==> src/rtl/cond_defs.sv <==
// Shared condition-code and flag-index definitions for the execute stage.
// Latency: n/a (types and constants only).
// Backpressure: n/a.
package cond_defs;

  // Flag bit positions, matching the ALU flags output order in alu_defs.
  localparam int FLAG_N = 3;
  localparam int FLAG_Z = 2;
  localparam int FLAG_C = 1;
  localparam int FLAG_V = 0;

  // Instruction condition field encodings.
  typedef enum logic [3:0] {
    COND_EQ  = 4'b0000,
    COND_NE  = 4'b0001,
    COND_CS  = 4'b0010,
    COND_CC  = 4'b0011,
    COND_MI  = 4'b0100,
    COND_PL  = 4'b0101,
    COND_VS  = 4'b0110,
    COND_VC  = 4'b0111,
    COND_HI  = 4'b1000,
    COND_LS  = 4'b1001,
    COND_GE  = 4'b1010,
    COND_LT  = 4'b1011,
    COND_GT  = 4'b1100,
    COND_LE  = 4'b1101,
    COND_AL  = 4'b1110,
    COND_UNC = 4'b1111
  } cond_e;

endpackage

==> src/rtl/cond_check.sv <==
// Decodes an instruction condition field against a set of N/Z/C/V flags.
// Latency: purely combinational, zero cycles.
// Backpressure: none; output follows inputs.
module cond_check
  import cond_defs::*;
(
  input  logic [3:0] cond,
  input  logic [3:0] flags,
  output logic       pass
);

  logic n, z, c, v;

  assign n = flags[FLAG_N];
  assign z = flags[FLAG_Z];
  assign c = flags[FLAG_C];
  assign v = flags[FLAG_V];

  // Select the pass term for the requested condition code.
  always_comb begin
    pass = 1'b1;
    case (cond_e'(cond))
      COND_EQ:  pass = z;
      COND_NE:  pass = ~z;
      COND_CS:  pass = c;
      COND_CC:  pass = ~c;
      COND_MI:  pass = n;
      COND_PL:  pass = ~n;
      COND_VS:  pass = v;
      COND_VC:  pass = ~v;
      COND_HI:  pass = c & ~z;
      COND_LS:  pass = ~c | z;
      COND_GE:  pass = (n == v);
      COND_LT:  pass = (n != v);
      COND_GT:  pass = ~z & (n == v);
      COND_LE:  pass = z | (n != v);
      COND_AL:  pass = 1'b1;
      COND_UNC: pass = 1'b1;
      default:  pass = 1'b1;
    endcase
  end

endmodule

==> src/rtl/cond_logic.sv <==
// Conditional execution: holds the flag register, gates PC/reg/mem writes.
// Latency: write gating is combinational; flags and cond_ex_q_o update on the next edge.
// Backpressure: none; a failed condition or valid_i=0 suppresses all side effects.
module cond_logic
  import cond_defs::*;
#(
  parameter logic [3:0] FLAGS_RST = 4'b0000
) (
  input  logic       clk_i,
  input  logic       rst_ni,
  input  logic       valid_i,
  input  logic [3:0] cond_i,
  input  logic [3:0] alu_flags_i,
  input  logic [1:0] flag_w_i,
  input  logic       pcs_i,
  input  logic       reg_w_i,
  input  logic       mem_w_i,
  input  logic       no_write_i,
  output logic [3:0] flags_o,
  output logic       cond_ex_o,
  output logic       cond_ex_q_o,
  output logic       pc_src_o,
  output logic       reg_write_o,
  output logic       mem_write_o
);

  logic [3:0] flags_q, flags_d;
  logic       cond_ex_r_q;
  logic       pass;

  // Conditions are always tested against the registered flags, so a
  // set-and-test in the same cycle sees the old values.
  cond_check u_cond_check (
    .cond  (cond_i),
    .flags (flags_q),
    .pass  (pass)
  );

  // rst_ni in the gate keeps every side effect quiet while reset is held.
  assign cond_ex_o   = rst_ni & valid_i & pass;
  assign pc_src_o    = pcs_i & cond_ex_o;
  assign reg_write_o = reg_w_i & ~no_write_i & cond_ex_o;
  assign mem_write_o = mem_w_i & cond_ex_o;

  // Each flag half loads independently from the ALU when its write is enabled.
  always_comb begin
    flags_d = flags_q;
    if (cond_ex_o && flag_w_i[1]) begin
      flags_d[FLAG_N] = alu_flags_i[FLAG_N];
      flags_d[FLAG_Z] = alu_flags_i[FLAG_Z];
    end
    if (cond_ex_o && flag_w_i[0]) begin
      flags_d[FLAG_C] = alu_flags_i[FLAG_C];
      flags_d[FLAG_V] = alu_flags_i[FLAG_V];
    end
  end

  // Flag register and registered condition result.
  always_ff @(posedge clk_i or negedge rst_ni) begin
    if (!rst_ni) begin
      flags_q     <= FLAGS_RST;
      cond_ex_r_q <= 1'b0;
    end else begin
      flags_q     <= flags_d;
      cond_ex_r_q <= cond_ex_o;
    end
  end

  assign flags_o     = flags_q;
  assign cond_ex_q_o = cond_ex_r_q;

endmodule

==> config.mk <==
export PLATFORM = sky130hd
export DESIGN_NAME = cond_logic
export DESIGN_NICKNAME = d
export VERILOG_FILES = /design/src/rtl/cond_defs.sv /design/src/rtl/cond_check.sv /design/src/rtl/cond_logic.sv
export SDC_FILE = /design/constraint.sdc
export NUM_CORES = 1
export LEC_CHECK = 0
export CAP_MARGIN = 15
export CORE_AREA = 3 3 40 42
export CTS_CLUSTER_DIAMETER = 60
export DETAILED_ROUTE_END_ITERATION = 7
export DIE_AREA = 0 0 43 45
export PLACE_DENSITY = 0.75
export SKIP_CTS_REPAIR_TIMING = 1
export SLEW_MARGIN = 20
export SYNTH_ARGS = -nofsm -noshare
export SYNTH_HDL_FRONTEND = slang
export SYNTH_SLANG_ARGS = --single-unit
==> constraint.sdc <==
create_clock -name clk_i -period 2.53 [get_ports clk_i]
set_input_delay 0.253 -clock clk_i [delete_from_list [all_inputs] [get_ports clk_i]]
set_output_delay 0.253 -clock clk_i [all_outputs]
set_load 0.005 [all_outputs]
==> impl_results.md <==
* P_int at between 300 and 400 uW
* CP Data Required Time at roughly 2300 ps
* P&R area growth vs syn at 91.2%
* Final-stage net count at about 110
* Die Wd at between 40 and 50 um
* Row cnt at 13
* Switching Share at a little over a third
* Post-synth EDFFs at 0
* Initial detailed-routing violation count at 10
* Syn Nets at between 60 and 70
* DP HPWL at ~1200 um
* Mean Syn Cell Area at 8.86 um^2
* VDD IR max at between 0.0004 and 0.0005 V
* GRT Max-Usage Layer: met2
* Worst skew pair latency at ~260 ps
* Tcrit/Tclk final at a little over nine tenths
* Critical path peak fanout at 5
* Max-cap violation count at 0
* Met3 GRT Util at 2.39%
* Post-synth top area share at 28.2%
* Global Route Usage Sum at around 15%
* Ys async rst share at 100%
* Yosys reg bits at 5
* First-pass GRT wire length at ~2200 um
* Num CTS Buffers at 3
* Fraction of layout cells with a size suffix above 1 at around a quarter
* Drt pass-1 iters at 2
* RSZ-0062 raised after global routing: no
* Clock Sinks at 5
* Type of the worst setup path: flip-flop to output port
* Grt ovf at 0
* Hold Fails Final Rpt at 0
* Most used DFF post-synth: dfrtp_1
* Logic pwr share at between 50% and 60%
* Synth area leader: dfrtp_1
* Met2 capacity usage during global routing at 30.8%
* PwrDens at just under 600 nW/um^2
* Ys Warns at 0
* Clk network pwr share at between 20 and 25%
* Routability Congestion at approximately 0.76
* CP endpoint kind: output port
* Final min period at roughly 2400 ps
* Max-slew violation count at 0
* Clock skew at around 10 ps
* Fillers at between 90 and 100
* Worst hold path type: primary input to asynchronous set/reset pin
* Routed wire length at approximately 1500 um
* Mapped cell area at around 440 um^2
* I/O Pins at 26
* Vias in the first global route at 570
* DR DRC count at 0
* Setup-failing EPs final at 0
* Post-synth top cells: 6 x nand2_1, 5 x dfrtp_1, 4 x mux2_1, 4 x nor2_1, 4 x nor2b_1
* Startpoint types: flip-flop
* PortBufs at 25
* Cells after Synth at 50
* Met1 global-route usage at 15.9%
* Final ANT Viol Nets at 0
* Die height at roughly 45 um
* CTS clock-pin slew for the worst setup and hold paths at about 50 ps
* Leak at roughly 0.00043 uW
* Worst slew pin tran at 302 ps
* Die area at 1940 um^2
* # diodes at 0
* Hold Slack at 318 ps
* Slew headroom at between 70% and 80%
* Count leader, synth: nand2_1
* NetSw at between 150 and 200 uW
* Largest net degree at the start of global routing at 7
* H-tree depth at 1
* Drt via density at 5.10
* Status: finished, final reports clean
* Reg power frac at roughly 28%
* Core area at around 1300 um^2
* Clock buffer depth at 2
* Critical path arrival at roughly 2200 ps
* Fin util at between 60% and 70%
* Via count at 530
* Fmax at 416 MHz
* Initial core utilization at about a third
* Seq/Total Area, Yosys at around 28%
* Clock root cell: clkbuf_4
* Area contributors post-synth: dfrtp_1 28%, mux2_1 10%, a2111oi_4 6.2%, nor2b_1 5.6%, nand2_1 5.1%
* Synth unique cells at 23
* Per-cell routed wire length at between 10 and 15 um
* Initial antenna violation count at 0
* CTS tree: yes
==> power groups by stage <==
stage          logic (uW)  clock network [uW]  registers (uW)
2_1_floorplan        96.4                   0             140
3_3_place_gp          241                   0             133
3_5_place_dp          245                   0             137
4_1_cts               247                98.3             136
5_1_grt               275                 105             140
6_report              254                99.2             136
==> flip-flops by register name, indices dropped and copies added, names as in the netlist <==
| name | count |
|---|---|
| flags_o | 4 |
| cond_ex_q_o | 1 |
==> kinds of logic after synthesis <==
| family | after synthesis | share of synthesized area [%] |
|---|---|---|
| AND/OR/NAND/NOR | 25 | 31.6 |
| AO/OA/AOI/OAI | 10 | 22.0 |
| flip-flops | 5 | 28.2 |
| multiplexers | 4 | 10.2 |
| buffers and inverters | 4 | 3.96 |
| XOR/XNOR | 2 | 3.96 |
==> per-layer routing <==
metal	wire, um	part of all wire [%]
met1	541	36
met2	817	54
met3	101	6.7
met4	55	3.6
met5	0	0
==> cells in the final DEF (no fill, tap or decap), drive strengths merged, types with 2 or more instances in the layout <==
| cell | n |
|---|---|
| nand2 | 6 |
| clkdlybuf4s50 | 19 |
| and2 | 2 |
| nand3 | 2 |
| nor2b | 4 |
| nor2 | 6 |
| dfrtp | 5 |
| inv | 2 |
| and3b | 2 |
| o21ai | 2 |
| buf | 12 |
| clkbuf | 4 |
| dlymetal6s2s | 6 |
| mux2 | 4 |
| a31oi | 3 |
==> path summary, 6_finish.rpt <==
| check | slack [ps] | from | to | cells past startpoint |
|---|---|---|---|---|
| worst max-delay path | 130 | flags_o[3] | reg_write_o | 7 |
| min in group clk_i | 610 | flags_o[2] | flags_o[2] | 1 |
| worst max register to register | 410 | flags_o[3] | flags_o[2] | 7 |
| worst min-delay path | 320 | rst_ni | cond_ex_q_o | 2 |
| worst min register to register | 610 | flags_o[2] | flags_o[2] | 1 |
| max in group asynchronous | 2090 | rst_ni | flags_o[0] | 2 |
==> through the flow <==
step	setup TNS, ps	total power [uW]	std cells	area, um^2	setup slack [ps]
finish	0	490	104	847	127
floorplan	0	236	50	443	404
CTS	-1120	481	104	818	-328
global placement	-881	374	100	792	-262
global route	0	520	104	847	60.7
detailed placement	-1080	382	100	792	-319
==> final cells by class <==
class                      instances  area [um^2]  area share [%]
clock buffer                       4         26.3            3.10
inverter                           2         7.51           0.886
multi-input combinational         41          314            37.1
sequential                         5          125            14.8
tap                               15         18.8            2.22
timing repair buffer              37          355            41.9
==> critical path: stages (launching register included) <==
cell            delay, ps
dfrtp_1               390
xor2_1                180
or3_4                 360
o2bb2ai_2             150
a2111oi_4             370
nor2b_2               110
and3b_1               190
dlymetal6s2s_1        140
No activity file was read; power rests on OpenSTA's default activity.
